## src/rtl/hazard_ctrl_if.sv

```systemverilog
// D-stage decode timing in, stall / bypass selects / HI-LO status out.
interface hazard_ctrl_if #(
    parameter int unsigned REG_AW = 5,
    parameter int unsigned CNT_W  = 32
);
    logic [REG_AW-1:0] d_rs;
    logic [REG_AW-1:0] d_rt;
    logic [1:0]        d_tuse_rs;
    logic [1:0]        d_tuse_rt;
    logic [REG_AW-1:0] d_wa;
    logic [1:0]        d_tnew;
    logic              d_md;
    logic [1:0]        d_md_start;

    logic              stall;
    logic [1:0]        f_d_rs;
    logic [1:0]        f_d_rt;
    logic [1:0]        f_e_rs;
    logic [1:0]        f_e_rt;
    logic [1:0]        f_m_rt;
    logic              md_busy;
    logic [CNT_W-1:0]  stall_cnt;

    modport master (
        output d_rs, d_rt, d_tuse_rs, d_tuse_rt, d_wa, d_tnew, d_md, d_md_start,
        input  stall, f_d_rs, f_d_rt, f_e_rs, f_e_rt, f_m_rt, md_busy, stall_cnt
    );

    modport slave (
        input  d_rs, d_rt, d_tuse_rs, d_tuse_rt, d_wa, d_tnew, d_md, d_md_start,
        output stall, f_d_rs, f_d_rt, f_e_rs, f_e_rt, f_m_rt, md_busy, stall_cnt
    );
endinterface

```

## src/rtl/hazard_ctrl.sv

```systemverilog
// Tuse/Tnew hazard controller: shadow E/M/W timing, stall, bypass selects,
// HI/LO busy window and a saturating stall counter.
module hazard_ctrl #(
    parameter int unsigned REG_AW      = 5,
    parameter int unsigned MULT_CYCLES = 5,
    parameter int unsigned DIV_CYCLES  = 10,
    parameter int unsigned CNT_W       = 32
) (
    input logic           clk,
    input logic           reset,
    hazard_ctrl_if.slave  hz
);
    localparam int unsigned MD_MAX = (MULT_CYCLES > DIV_CYCLES) ? MULT_CYCLES : DIV_CYCLES;
    localparam int unsigned MD_W   = $clog2(MD_MAX + 1);

    typedef struct packed {
        logic [REG_AW-1:0] rs;
        logic [REG_AW-1:0] rt;
        logic [1:0]        tuse_rs;
        logic [1:0]        tuse_rt;
        logic [REG_AW-1:0] wa;
        logic [1:0]        tnew;
    } stage_t;

    localparam stage_t BUBBLE = '{rs: '0, rt: '0, tuse_rs: 2'd3, tuse_rt: 2'd3,
                                  wa: '0, tnew: 2'd0};

    stage_t            e_q, m_q, w_q, d_s;
    logic [1:0]        e_start_q;
    logic [1:0]        d_start_c;
    logic [MD_W-1:0]   md_cnt_q;
    logic [CNT_W-1:0]  stall_cnt_q;
    logic              stall_c;
    logic              unused_w;

    // One pipe step of aging: tuse 3 means "not read" and never decays.
    function automatic stage_t age(input stage_t s);
        stage_t r;
        r = s;
        if (s.tuse_rs != 2'd3 && s.tuse_rs != 2'd0) r.tuse_rs = s.tuse_rs - 2'd1;
        if (s.tuse_rt != 2'd3 && s.tuse_rt != 2'd0) r.tuse_rt = s.tuse_rt - 2'd1;
        if (s.tnew != 2'd0)                         r.tnew    = s.tnew - 2'd1;
        return r;
    endfunction

    // Select of the nearest producer among the enabled older stages, if its value is ready.
    function automatic logic [1:0] pick(input logic [REG_AW-1:0] r,
                                        input logic use_e, input logic use_m,
                                        input stage_t e, input stage_t m, input stage_t w);
        logic [1:0] sel;
        sel = 2'd0;
        if (r != '0) begin
            if (use_e && e.wa == r) begin
                if (e.tnew == 2'd0) sel = 2'd1;
            end else if (use_m && m.wa == r) begin
                if (m.tnew == 2'd0) sel = 2'd2;
            end else if (w.wa == r) begin
                if (w.tnew == 2'd0) sel = 2'd3;
            end
        end
        return sel;
    endfunction

    // A read operand must wait if its nearest E/M producer is not ready in time.
    function automatic logic need_stall(input logic [REG_AW-1:0] r, input logic [1:0] tuse,
                                        input stage_t e, input stage_t m);
        logic s;
        s = 1'b0;
        if (tuse != 2'd3 && r != '0) begin
            if (e.wa == r)      s = (e.tnew > tuse);
            else if (m.wa == r) s = (m.tnew > tuse);
        end
        return s;
    endfunction

    always_comb begin
        d_s         = BUBBLE;
        d_s.rs      = hz.d_rs;
        d_s.rt      = hz.d_rt;
        d_s.tuse_rs = hz.d_tuse_rs;
        d_s.tuse_rt = hz.d_tuse_rt;
        d_s.wa      = hz.d_wa;
        d_s.tnew    = hz.d_tnew;
        d_start_c   = (hz.d_md_start == 2'd3) ? 2'd0 : hz.d_md_start;
    end

    always_comb begin
        stall_c = need_stall(hz.d_rs, hz.d_tuse_rs, e_q, m_q)
                | need_stall(hz.d_rt, hz.d_tuse_rt, e_q, m_q)
                | (hz.d_md && (md_cnt_q != '0 || e_start_q != 2'd0));
    end

    assign hz.stall     = stall_c;
    assign hz.f_d_rs    = pick(hz.d_rs, 1'b1, 1'b1, e_q, m_q, w_q);
    assign hz.f_d_rt    = pick(hz.d_rt, 1'b1, 1'b1, e_q, m_q, w_q);
    assign hz.f_e_rs    = pick(e_q.rs,  1'b0, 1'b1, e_q, m_q, w_q);
    assign hz.f_e_rt    = pick(e_q.rt,  1'b0, 1'b1, e_q, m_q, w_q);
    assign hz.f_m_rt    = pick(m_q.rt,  1'b0, 1'b0, e_q, m_q, w_q);
    assign hz.md_busy   = (md_cnt_q != '0);
    assign hz.stall_cnt = stall_cnt_q;

    // W operand timing is kept for completeness but nothing downstream reads it.
    assign unused_w = ^{w_q.rs, w_q.rt, w_q.tuse_rs, w_q.tuse_rt};

    always_ff @(posedge clk) begin
        if (reset) begin
            e_q         <= BUBBLE;
            m_q         <= BUBBLE;
            w_q         <= BUBBLE;
            e_start_q   <= 2'd0;
            md_cnt_q    <= '0;
            stall_cnt_q <= '0;
        end else begin
            e_q       <= stall_c ? BUBBLE : d_s;
            e_start_q <= stall_c ? 2'd0 : d_start_c;
            m_q       <= age(e_q);
            w_q       <= age(m_q);

            // A start entering E reloads the busy window even if one is in flight.
            if (!stall_c && d_start_c == 2'd1)      md_cnt_q <= MD_W'(MULT_CYCLES);
            else if (!stall_c && d_start_c == 2'd2) md_cnt_q <= MD_W'(DIV_CYCLES);
            else if (md_cnt_q != '0)                md_cnt_q <= md_cnt_q - MD_W'(1);

            if (stall_c && stall_cnt_q != '1) stall_cnt_q <= stall_cnt_q + CNT_W'(1);
        end
    end
endmodule

```

## src/flat_wrapper.sv

```systemverilog
// flat-port wrapper written by rule: the top's interface ports become plain ports
module hazard_ctrl_flat 
#(
    parameter int unsigned REG_AW      = 5,
    parameter int unsigned MULT_CYCLES = 5,
    parameter int unsigned DIV_CYCLES  = 10,
    parameter int unsigned CNT_W       = 32
)
  (clk, reset, hz_d_rs, hz_d_rt, hz_d_tuse_rs, hz_d_tuse_rt, hz_d_wa, hz_d_tnew, hz_d_md, hz_d_md_start, hz_stall, hz_f_d_rs, hz_f_d_rt, hz_f_e_rs, hz_f_e_rt, hz_f_m_rt, hz_md_busy, hz_stall_cnt);
  hazard_ctrl_if #(.REG_AW(REG_AW), .CNT_W(CNT_W)) hz_i ();
  input logic clk;
  input logic reset;
  input wire logic [$bits(hz_i.d_rs)-1:0] hz_d_rs;
  input wire logic [$bits(hz_i.d_rt)-1:0] hz_d_rt;
  input wire logic [$bits(hz_i.d_tuse_rs)-1:0] hz_d_tuse_rs;
  input wire logic [$bits(hz_i.d_tuse_rt)-1:0] hz_d_tuse_rt;
  input wire logic [$bits(hz_i.d_wa)-1:0] hz_d_wa;
  input wire logic [$bits(hz_i.d_tnew)-1:0] hz_d_tnew;
  input wire logic [$bits(hz_i.d_md)-1:0] hz_d_md;
  input wire logic [$bits(hz_i.d_md_start)-1:0] hz_d_md_start;
  output wire logic [$bits(hz_i.stall)-1:0] hz_stall;
  output wire logic [$bits(hz_i.f_d_rs)-1:0] hz_f_d_rs;
  output wire logic [$bits(hz_i.f_d_rt)-1:0] hz_f_d_rt;
  output wire logic [$bits(hz_i.f_e_rs)-1:0] hz_f_e_rs;
  output wire logic [$bits(hz_i.f_e_rt)-1:0] hz_f_e_rt;
  output wire logic [$bits(hz_i.f_m_rt)-1:0] hz_f_m_rt;
  output wire logic [$bits(hz_i.md_busy)-1:0] hz_md_busy;
  output wire logic [$bits(hz_i.stall_cnt)-1:0] hz_stall_cnt;
  assign hz_i.d_rs = hz_d_rs;
  assign hz_i.d_rt = hz_d_rt;
  assign hz_i.d_tuse_rs = hz_d_tuse_rs;
  assign hz_i.d_tuse_rt = hz_d_tuse_rt;
  assign hz_i.d_wa = hz_d_wa;
  assign hz_i.d_tnew = hz_d_tnew;
  assign hz_i.d_md = hz_d_md;
  assign hz_i.d_md_start = hz_d_md_start;
  assign hz_stall = hz_i.stall;
  assign hz_f_d_rs = hz_i.f_d_rs;
  assign hz_f_d_rt = hz_i.f_d_rt;
  assign hz_f_e_rs = hz_i.f_e_rs;
  assign hz_f_e_rt = hz_i.f_e_rt;
  assign hz_f_m_rt = hz_i.f_m_rt;
  assign hz_md_busy = hz_i.md_busy;
  assign hz_stall_cnt = hz_i.stall_cnt;
  hazard_ctrl #(.REG_AW(REG_AW), .MULT_CYCLES(MULT_CYCLES), .DIV_CYCLES(DIV_CYCLES), .CNT_W(CNT_W)) u_core (.clk(clk), .reset(reset), .hz(hz_i));
endmodule
```

## config.mk

```make
export PLATFORM = sky130hd
export DESIGN_NAME = hazard_ctrl_flat
export DESIGN_NICKNAME = d
export VERILOG_FILES = /design/src/rtl/hazard_ctrl_if.sv /design/src/rtl/hazard_ctrl.sv /design/src/flat_wrapper.sv
export SDC_FILE = /design/constraint.sdc
export NUM_CORES = 1
export LEC_CHECK = 0
export CAP_MARGIN = 30
export CORE_MARGIN = 3
export CORE_UTILIZATION = 25
export DETAILED_ROUTE_END_ITERATION = 10
export GPL_TIMING_DRIVEN = 1
export SLEW_MARGIN = 20
export SYNTH_ARGS = -nofsm -noshare
export SYNTH_HDL_FRONTEND = slang
export SYNTH_SLANG_ARGS = --single-unit
```

## constraint.sdc

```tcl
create_clock -name clk -period 2.5 [get_ports clk]
set_input_delay 0.625 -clock clk [delete_from_list [all_inputs] [get_ports clk]]
set_output_delay 0.625 -clock clk [all_outputs]
set_load 0.01 [all_outputs]
```

Word-level counts from Yosys, hierarchy flattened
Cells that the tools add are included.

Output and inout port bits: 44. Word-level logic and storage cells: 95. Register bits after elaboration: 74.

Bitwise gates (word level): 2. Reduce and logical (&&, ||, !) cells: 24. Magnitude comparators: 4. Add/subtract/negate cells: 4. Mux-type cells: 31. Eq/ne operators: 17.

Operator list (number): $eq A5 B5 Y1 (11); $mux W2 (21); $add A32 B1 Y32 const B (1); $ne A32 B32 Y1 const B (1); $reduce_bool A5 Y1 (5); $gt A2 B2 Y1 (4); $mux W4 (2); $reduce_bool A2 Y1 (4); $mux W1 (7); $logic_and A1 B1 Y1 (6); $logic_not A2 Y1 (3); $eq A2 B2 Y1 const B (2); $ne A2 B2 Y1 const B (2); $reduce_bool A4 Y1 (1); $reduce_or A2 Y1 (2); $sub A2 B1 Y2 const B (2); $sub A4 B1 Y4 const B (1); $mux W3 (1); $reduce_bool A3 Y1 (1); $eq A2 B1 Y1 const B (1); $or A1 B1 Y1 (2); $logic_not A1 Y1 (1); $logic_or A1 B1 Y1 (1).

Longest topological paths before layout
Gate-level depths: netlist of run 1.

Depth after elaboration: 10. Mapped depth: 12.

Worst setup path before layout of run 1
No wires, ideal clock.

Path kind: in2reg. From: in hz_d_tuse_rs[1]. To: reg u_core.stall_cnt_q[6], in the netlist u_core.hz.stall_cnt[6]. Setup time: 0.121 ns. Cell stages on the path: 10. Slack: -0.099 ns. Path buffers: 2. Arrival: 2.478 ns. Required time: 2.379 ns. Path through: inv_1 > ha_1 > a21oi_1 > a221o_1 > o31a_1 > and4_1 > buf_6 > buf_6 > nor4_1 > mux2_2.

Longest elaborated chain between the ends: 7. Elaborated cells between the ends (all ways): 10. Those cells by class: order compare: 2; eq/ne: 1; mux: 3; bitwise: 2; reduce/logical: 2.

RTL lines: from (decl) (RTL line flat_wrapper.sv:15) `input wire logic [$bits(hz_i.d_tuse_rs)-1:0] hz_d_tuse_rs;`; $gt A2 B2 Y1 (RTL line hazard_ctrl.sv:71) `else if (m.wa == r) s = (m.tnew > tuse);`; $mux W1 (RTL line hazard_ctrl.sv:71); $mux W1 (RTL line hazard_ctrl.sv:70) `if (e.wa == r) s = (e.tnew > tuse);`; $mux W1 (*) (RTL line hazard_ctrl.sv:69) `if (tuse != 2'd3 && r != '0) begin`; $or A1 B1 Y1 (*) (RTL line hazard_ctrl.sv:89) `| need_stall(hz.d_rt, hz.d_tuse_rt, e_q, m_q)`; $or A1 B1 Y1 (*) (RTL line hazard_ctrl.sv:90) `| (hz.d_md && (md_cnt_q != '0 || e_start_q != 2'd0));`; $logic_and A1 B1 Y1 (*) (RTL line hazard_ctrl.sv:124) `if (stall_c && stall_cnt_q != '1) stall_cnt_q <= stall_cnt_q + CNT_W'(1);`; to (signal assigned) (RTL line hazard_ctrl.sv:124); to (decl) (RTL line hazard_ctrl.sv:32) `logic [CNT_W-1:0] stall_cnt_q;`.

Every way passes the cells marked *; elsewhere a longest branch is shown, timed or not. A chain may end at the register's enable or synchronous reset.

Worst setup path after layout of run 1
From: in hz_d_rs[4]. To: out hz_f_d_rs[1].

Longest elaborated chain between the ends: 5. Elaborated cells between the ends (all ways): 8. Those cells by class: eq/ne: 3; mux: 4; reduce/logical: 1.

RTL lines: from (decl) (RTL line flat_wrapper.sv:13) `input wire logic [$bits(hz_i.d_rs)-1:0] hz_d_rs;`; $eq A5 B5 Y1 (RTL line hazard_ctrl.sv:57) `end else if (w.wa == r) begin`; $mux W2 (RTL line hazard_ctrl.sv:57); $mux W2 (RTL line hazard_ctrl.sv:55) `end else if (use_m && m.wa == r) begin`; $mux W2 (RTL line hazard_ctrl.sv:53) `if (use_e && e.wa == r) begin`; $mux W2 (*) (RTL line hazard_ctrl.sv:52) `if (r != '0) begin`; to (decl) (RTL line flat_wrapper.sv:22) `output wire logic [$bits(hz_i.f_d_rs)-1:0] hz_f_d_rs;`.

Marked as above.

==> results of run 1 <==
==> metal layers <==
layer / vias up / global-route usage [%] / share of wire [%]
li1: 1987 / - / -
met1: 1945 / 16.4 / 42
met2: 110 / 24.2 / 52
met3: 12 / 3.70 / 4.4
met4: 0 / 3.77 / 0.93
met5: - / 0 / 0
==> Yosys cell counts, types with 5 or more instances <==
cell / number / area (um2)
dfxtp_1: 74 / 1480
a21oi_1: 38 / 190
xor2_1: 28 / 245
xnor2_1: 27 / 236
nand3_1: 23 / 115
nand2_1: 22 / 82.6
and2_1: 21 / 131
nor2_1: 21 / 78.8
nor2b_1: 21 / 131
or4_1: 19 / 143
inv_1: 18 / 67.6
o21ai_0: 18 / 90.1
clkbuf_1: 15 / 56.3
nand4_1: 13 / 81.3
nor3_1: 13 / 65.1
o31ai_1: 13 / 97.6
or3_1: 13 / 81.3
nor4_1: 11 / 68.8
ha_1: 10 / 125
and3_1: 7 / 43.8
buf_2: 7 / 35.0
and4_1: 5 / 43.8
mux2_2: 5 / 56.3
==> power breakdown <==
group	leakage, nW	internal (mW)	switching, mW	total (mW)
clock network	0.166	0.934	0.530	1.46
logic	1.78	0.907	0.762	1.67
registers	0.608	1.28	0.0920	1.37
total	2.55	3.12	1.38	4.50
==> flip-flops by register name (all words and copies together) (netlist names) <==
signal               flops
u_core.m_q              12
u_core.e_start_q         2
u_core.hz.stall_cnt     32
u_core.e_q              17
u_core.md_cnt_q          4
u_core.w_q               7
==> cells by family after synthesis <==
logic type,Yosys count
AOI/OAI and AO/OA,79
xor gates and xnor gates,55
adders and majority gates,10
buffers and inverters,52
DFF,74
muxes,8
and+or+nand+nor,204
==> worst register-to-register path, stage by stage, from the launching register on <==
cell     delay (ns)
dfxtp_2        0.33
inv_2          0.05
ha_4           0.23
a221o_1        0.31
o31a_1         0.28
and4_4         0.17
buf_6          0.12
buf_12         0.14
buf_12         0.14
or4_4          0.53
a21oi_2        0.16
==> worst paths after layout <==
| kind | start | to | slack [ns] | cells after the start |
|---|---|---|---|---|
| worst min-delay path | u_core.m_q[0]$_SDFF_PP0_ | u_core.w_q[0]$_SDFF_PP0_ | 0.46 | 1 |
| worst min register to register | u_core.m_q[0]$_SDFF_PP0_ | u_core.w_q[0]$_SDFF_PP0_ | 0.46 | 1 |
| worst max-delay path | hz_d_rs[4] | hz_f_d_rs[1] | -0.14 | 9 |
| worst max register to register | u_core.e_q[0]$_SDFF_PP0_ | u_core.hz.stall_cnt[8]$_SDFFE_PP0P_ | -0.02 | 10 |
==> what timing repair did <==
action,CTS,global route
pin swaps,43,52
resized for setup,169,87
cloned,3,1
setup buffers,14,8
setup endpoints to repair,65,55
==> layout make-up <==
class                      count  area [um2]  share of cell area (%)
clock buffer                  11         253                    3.83
clock inverter                 5        86.3                    1.31
inverter                      19        86.3                    1.31
multi-input combinational    356        2880                    43.7
sequential                    74        1500                    22.7
tap                          216         270                    4.10
timing repair buffer         162        1520                    23.1
==> stage by stage <==
step                      instance area, um2  setup TNS (ns)
final                                   6600          -0.519
after global routing                    6600           -1.53
after CTS                               6230          -0.657
after detailed placement                5430          -44.89
after global placement                  5430          -44.10
after floorplan                         4120         -0.0377
==> results by group, run 1 <==
Placement
  • IO Port Bufs: 69
  • Final Wtd Congestion: 0.802
  • Post-place setup slack: -1.06 ns
  • DP Cell Count: 803
  • Final HPWL DP: 8.43 mm

Power
  • Lkg Pwr: 2.55 nW
  • Overall Power: 4.50 mW
  • Power Density: 683 nW/um2
  • Worst vdd ir: 0.000324 V

Route
  • ANT nets after route: 0
  • Final WL: 12.6 mm
  • DR WL/cell: 14.9 um
  • DRC Markers: 0
  • DRT iter0 DRCs: 225
  • Drt pass-1 iters: 4
  • DR vias/cell: 4.81
  • DR vias: 4,054

STA
  • RSZ-0062 raised after global routing: yes
  • Endpoints failing setup: 10
  • Min cycle time layout: 2.64 ns
  • Fin crit share: 105%
  • Slew headroom: 41.8%
  • Fmax: 379 MHz
  • Worst slew pin tran: 0.872 ns
  • Min Hold Slack: 0.458 ns
  • Final clock skew: 0.0104 ns
  • Endpoints failing hold: 0
  • Max-slew violation count: 0
  • Final WS setup: -0.136 ns

Floorplanning
  • Row Count: 46
  • DIE AREA: 17,900 um2
  • Top Ports: 70
  • Core Region: 15,900 um2
  • Die height: 134 um
  • Initial Util: 25.6%
  • Die width: 134 um

Worst setup path
  • Top delay family on crit path: simple AND/OR/NAND/NOR gates
  • WP data required: 1.88 ns
  • CP max-delay cell: nor4_4
  • CP max stage delay: 0.32 ns
  • Maximum fanout along the worst path: 5
  • WP data arrival: 2.01 ns
  • Crit path buf inv count: 4
  • Setup CP Type: input port to output pin
  • Crit. End Element: output pin
  • Worst setup SP type: input port
  • Cell Chain, Critical Path: buf_8 -> buf_6 -> xnor2_2 -> nand4_1 -> nor4_4 -> buf_4 -> a21oi_2 -> nor3_2 -> buf_2

Yosys
  • Post-synth EDFFs: 0
  • Mux share of post-synthesis cell area: 2.12%
  • Syn Nets: 518
  • Ys Warns: 0
  • Register area share after synthesis: 36.3%
  • Compound-cell area share of the yosys netlist: 11.2%
  • Synth Register Bits: 74
  • Syn avg cell area: 8.46 um2
  • Cells after Synth: 482
  • Largest family of logic cells by synthesized area: simple AND/OR/NAND/NOR gates
  • Adder-cell share of the synthesized area: 3.07%
  • Cell Area, Synth: 4080 um2
  • Ys async rst share: 0%
  • Distinct cells, synth: 44
  • Synth Area in XOR/XNOR: 11.8%
  • Post-synthesis simple-gate area fraction: 29.5%
  • Ys flop type: dfxtp_1

Finish
  • Share of cells above drive strength 1: 38.0%
  • Most common cell after layout, fill and taps aside: buf_4
  • Layout Area Growth over Synthesis: 61.7%
  • Nets: 658
  • Post-layout util: 41.4%
  • # diodes: 0
  • Finished Layout Cells: 843
  • Commonest non-fill, non-tap cells in the layout: buf_4 (68), dfxtp_1 (63), clkdlybuf4s50_1 (43)
  • Fill cells: 1,533

GRT
  • Total grt overflow: 0
  • GRT Total Usage: 13.7%
  • Initial antenna violation count: 0
  • First-pass GRT wire length: 19.8 mm
  • Number of global-route vias before repair: 4,126
  • Pin count of the biggest net entering global routing: 38

CTS
  • CTS tree: built
  • Num CTS Buffers: 9
  • Hold buffers post-CTS: 0
  • Root buf cell: clkbuf_16
  • Clock sink total: 74
  • Clock transition at path regs: 0.06 ns
  • H-tree Lvls: 3
  • Clock network latency to the later pin of the worst-skew pair: 0.34 ns
  • Clock buffer depth: 2

Run status
  • Outcome: complete, but fails checks
  • Violations in the final reports: setup timing

Worst hold path
  • Worst min path class: register to register

Run
  • Max cap viols: 0
No activity file was read; power rests on OpenSTA's default activity.
==> run 2, diff against run 1 <==
--- a/config.mk
+++ b/config.mk
@@ -5,11 +5,15 @@
 export SDC_FILE = /design/constraint.sdc
 export NUM_CORES = 1
 export LEC_CHECK = 0
-export CAP_MARGIN = 30
+export CAP_MARGIN = 20
+export CELL_PAD_IN_SITES_DETAIL_PLACEMENT = 2
+export CELL_PAD_IN_SITES_GLOBAL_PLACEMENT = 2
+export CORE_ASPECT_RATIO = 0.6
 export CORE_MARGIN = 3
 export CORE_UTILIZATION = 25
 export DETAILED_ROUTE_END_ITERATION = 10
 export GPL_TIMING_DRIVEN = 1
+export PLACE_DENSITY_LB_ADDON = 0.1
 export SLEW_MARGIN = 20
 export SYNTH_ARGS = -nofsm -noshare
 export SYNTH_HDL_FRONTEND = slang
==> run 2 against run 1 <==
  * The flow still finishes with violations (setup timing)
  * Hold slack better by 0.012 ns
  * Largest cell class unchanged
  * Clock skew hardly changed
  * Critical path depth stayed put
  * Die area grew 0.28%
  * Sequential share of layout area is 0.31 points lower
  * Routed wire length is 37% higher
  * Clock power down 16%
==> results by group, run 2 (synthesis results as in run 1) <==
Run status
  • Outcome: complete, but fails checks
  • Violations in the final reports: setup timing

Finish
  • Most common cell after layout, fill and taps aside: buf_4
  • Max reg flops: 32
  • # diodes: 0
  • Layout Area Growth over Synthesis: 65.6%
  • Nets: 688
  • Design Area, Final: 6750 um2
  • Fill cells: 1,666
  • Commonest non-fill, non-tap cells in the layout: buf_4 (95), dfxtp_1 (59), clkdlybuf4s50_1 (42)
  • Seq. cell area: 1520 um2
  • Finished Layout Cells: 860
  • Multi-input gate area: 2870 um2
  • Share of cells above drive strength 1: 40.5%

CTS
  • Root buf cell: clkbuf_16
  • Num CTS Buffers: 9
  • Hold buffers post-CTS: 0
  • Clock buffer depth: 2
  • CTS tree: built
  • Clock sink total: 74
  • H-tree Lvls: 3
  • Clock transition at path regs: 0.06 ns
  • Clock network latency to the later pin of the worst-skew pair: 0.34 ns

Floorplanning
  • Row Count: 35
  • Die width: 171 um
  • Core Region: 15,600 um2
  • DIE AREA: 17,900 um2
  • Initial Util: 26.1%
  • Die height: 105 um
  • Top Ports: 70

STA
  • Min cycle time layout: 2.69 ns
  • Fmax: 371 MHz
  • Final WS setup: -0.193 ns
  • Worst slew pin tran: 0.501 ns
  • Endpoints failing hold: 0
  • Max-slew violation count: 0
  • Fin crit share: 108%
  • Final clock skew: 0.00990 ns
  • Slew headroom: 66.6%
  • RSZ-0062 raised after global routing: yes
  • Setup TNS: -1.23 ns
  • Endpoints failing setup: 25

Worst hold path
  • HP Start: u_core.m_q[0]$_SDFF_PP0_
  • Worst min path class: register to register

Power
  • Power Density: 643 nW/um2
  • Overall Power: 4.34 mW
  • Lkg Pwr: 2.68 nW
  • Worst vdd ir: 0.000317 V

Route
  • Final WL: 17.2 mm
  • ANT nets after route: 0
  • DR vias: 4,236
  • DRT iter0 DRCs: 122
  • DRC Markers: 0
  • DR vias/cell: 4.93
  • Drt pass-1 iters: 4
  • DR WL/cell: 20.1 um

Placement
  • Final HPWL DP: 12.4 mm
  • IO Port Bufs: 69
  • Placed instance area: 5720 um2
  • Final Wtd Congestion: 0.796
  • DP Cell Count: 827

Worst setup path
  • Crit. End Element: output pin
  • Setup CP Type: input port to output pin
  • WP data required: 1.88 ns
  • Maximum fanout along the worst path: 3
  • Worst setup startpoint: hz_d_rt[1]
  • R2r startpoint: u_core.m_q[6]$_SDFF_PP0_
  • WP data arrival: 2.07 ns
  • Worst setup SP type: input port

GRT
  • GRT Total Usage: 18.8%
  • Initial antenna violation count: 0
  • First-pass GRT wire length: 26.5 mm
  • Total grt overflow: 0
  • Pin count of the biggest net entering global routing: 23
  • Number of global-route vias before repair: 4,626

Run
  • Max cap viols: 0
run 2: cell count changes in the layout (fill, tap and decap cells not counted), sizes merged, moves of 2 or more:
| cell | before | now |
|---|---|---|
| clkbuf | 15 | 11 |
| bufinv | 2 | 0 |
| clkinvlp | 0 | 2 |
| buf | 113 | 144 |
| inv | 19 | 21 |
run 2: worst paths after layout:
check                                                            to  slack (ns)  cells past startpoint
worst min register to register             u_core.w_q[0]$_SDFF_PP0_        0.47                      1
worst min-delay path                       u_core.w_q[0]$_SDFF_PP0_        0.47                      1
worst max-delay path                                       hz_stall       -0.19                      9
worst max register to register  u_core.hz.stall_cnt[5]$_SDFFE_PP0P_       -0.07                     11
run 2: timing repair:
action | in CTS | in global routing
buffers inserted | 10 | 8
pin swaps | 39 | 39
gates cloned | 2 | 0
endpoints found under the setup margin | 67 | 45
gates resized for setup | 181 | 69
run 2: through the flow:
stage	setup WS [ns]	util (%)	hold slack (ns)
after floorplan	-0.0377	-	0.422
after global placement	-1.03	36.6	0.446
after detailed placement	-1.04	36.6	0.459
after CTS	-0.189	41.3	0.467
after global routing	-0.256	43.2	0.506
final	-0.193	43.2	0.470
run 2: cell type report:
cell class                 instances  area share [%]
clock buffer                      10            3.39
clock inverter                     6           0.741
inverter                          19            1.28
multi-input combinational        356            42.4
sequential                        74            22.4
tap                              203            3.76
timing repair buffer             192            26.0
run 2: where the power goes:
group / switching, mW / leakage, nW / internal (mW)
Sequential: 0.107 / 0.610 / 1.28
Clock: 0.549 / 0.130 / 0.683
Combinational: 0.850 / 1.94 / 0.874
run 2: worst max-delay path: stages:
cell	delay [ns]
buf_6	0.10
or4_4	0.54
nor2_4	0.11
buf_6	0.13
a21oi_4	0.04
nand4b_1	0.11
and4_4	0.27
inv_4	0.04
buf_6	0.11
run 2: per-layer routing:
metal,global-route usage [%],part of all wire (%),vias to the layer above
met2,28.1,45,49
met5,0,0,-
met4,3.04,0.50,0
li1,-,-,2048
met3,3.55,2.3,9
met1,28.5,52,2130
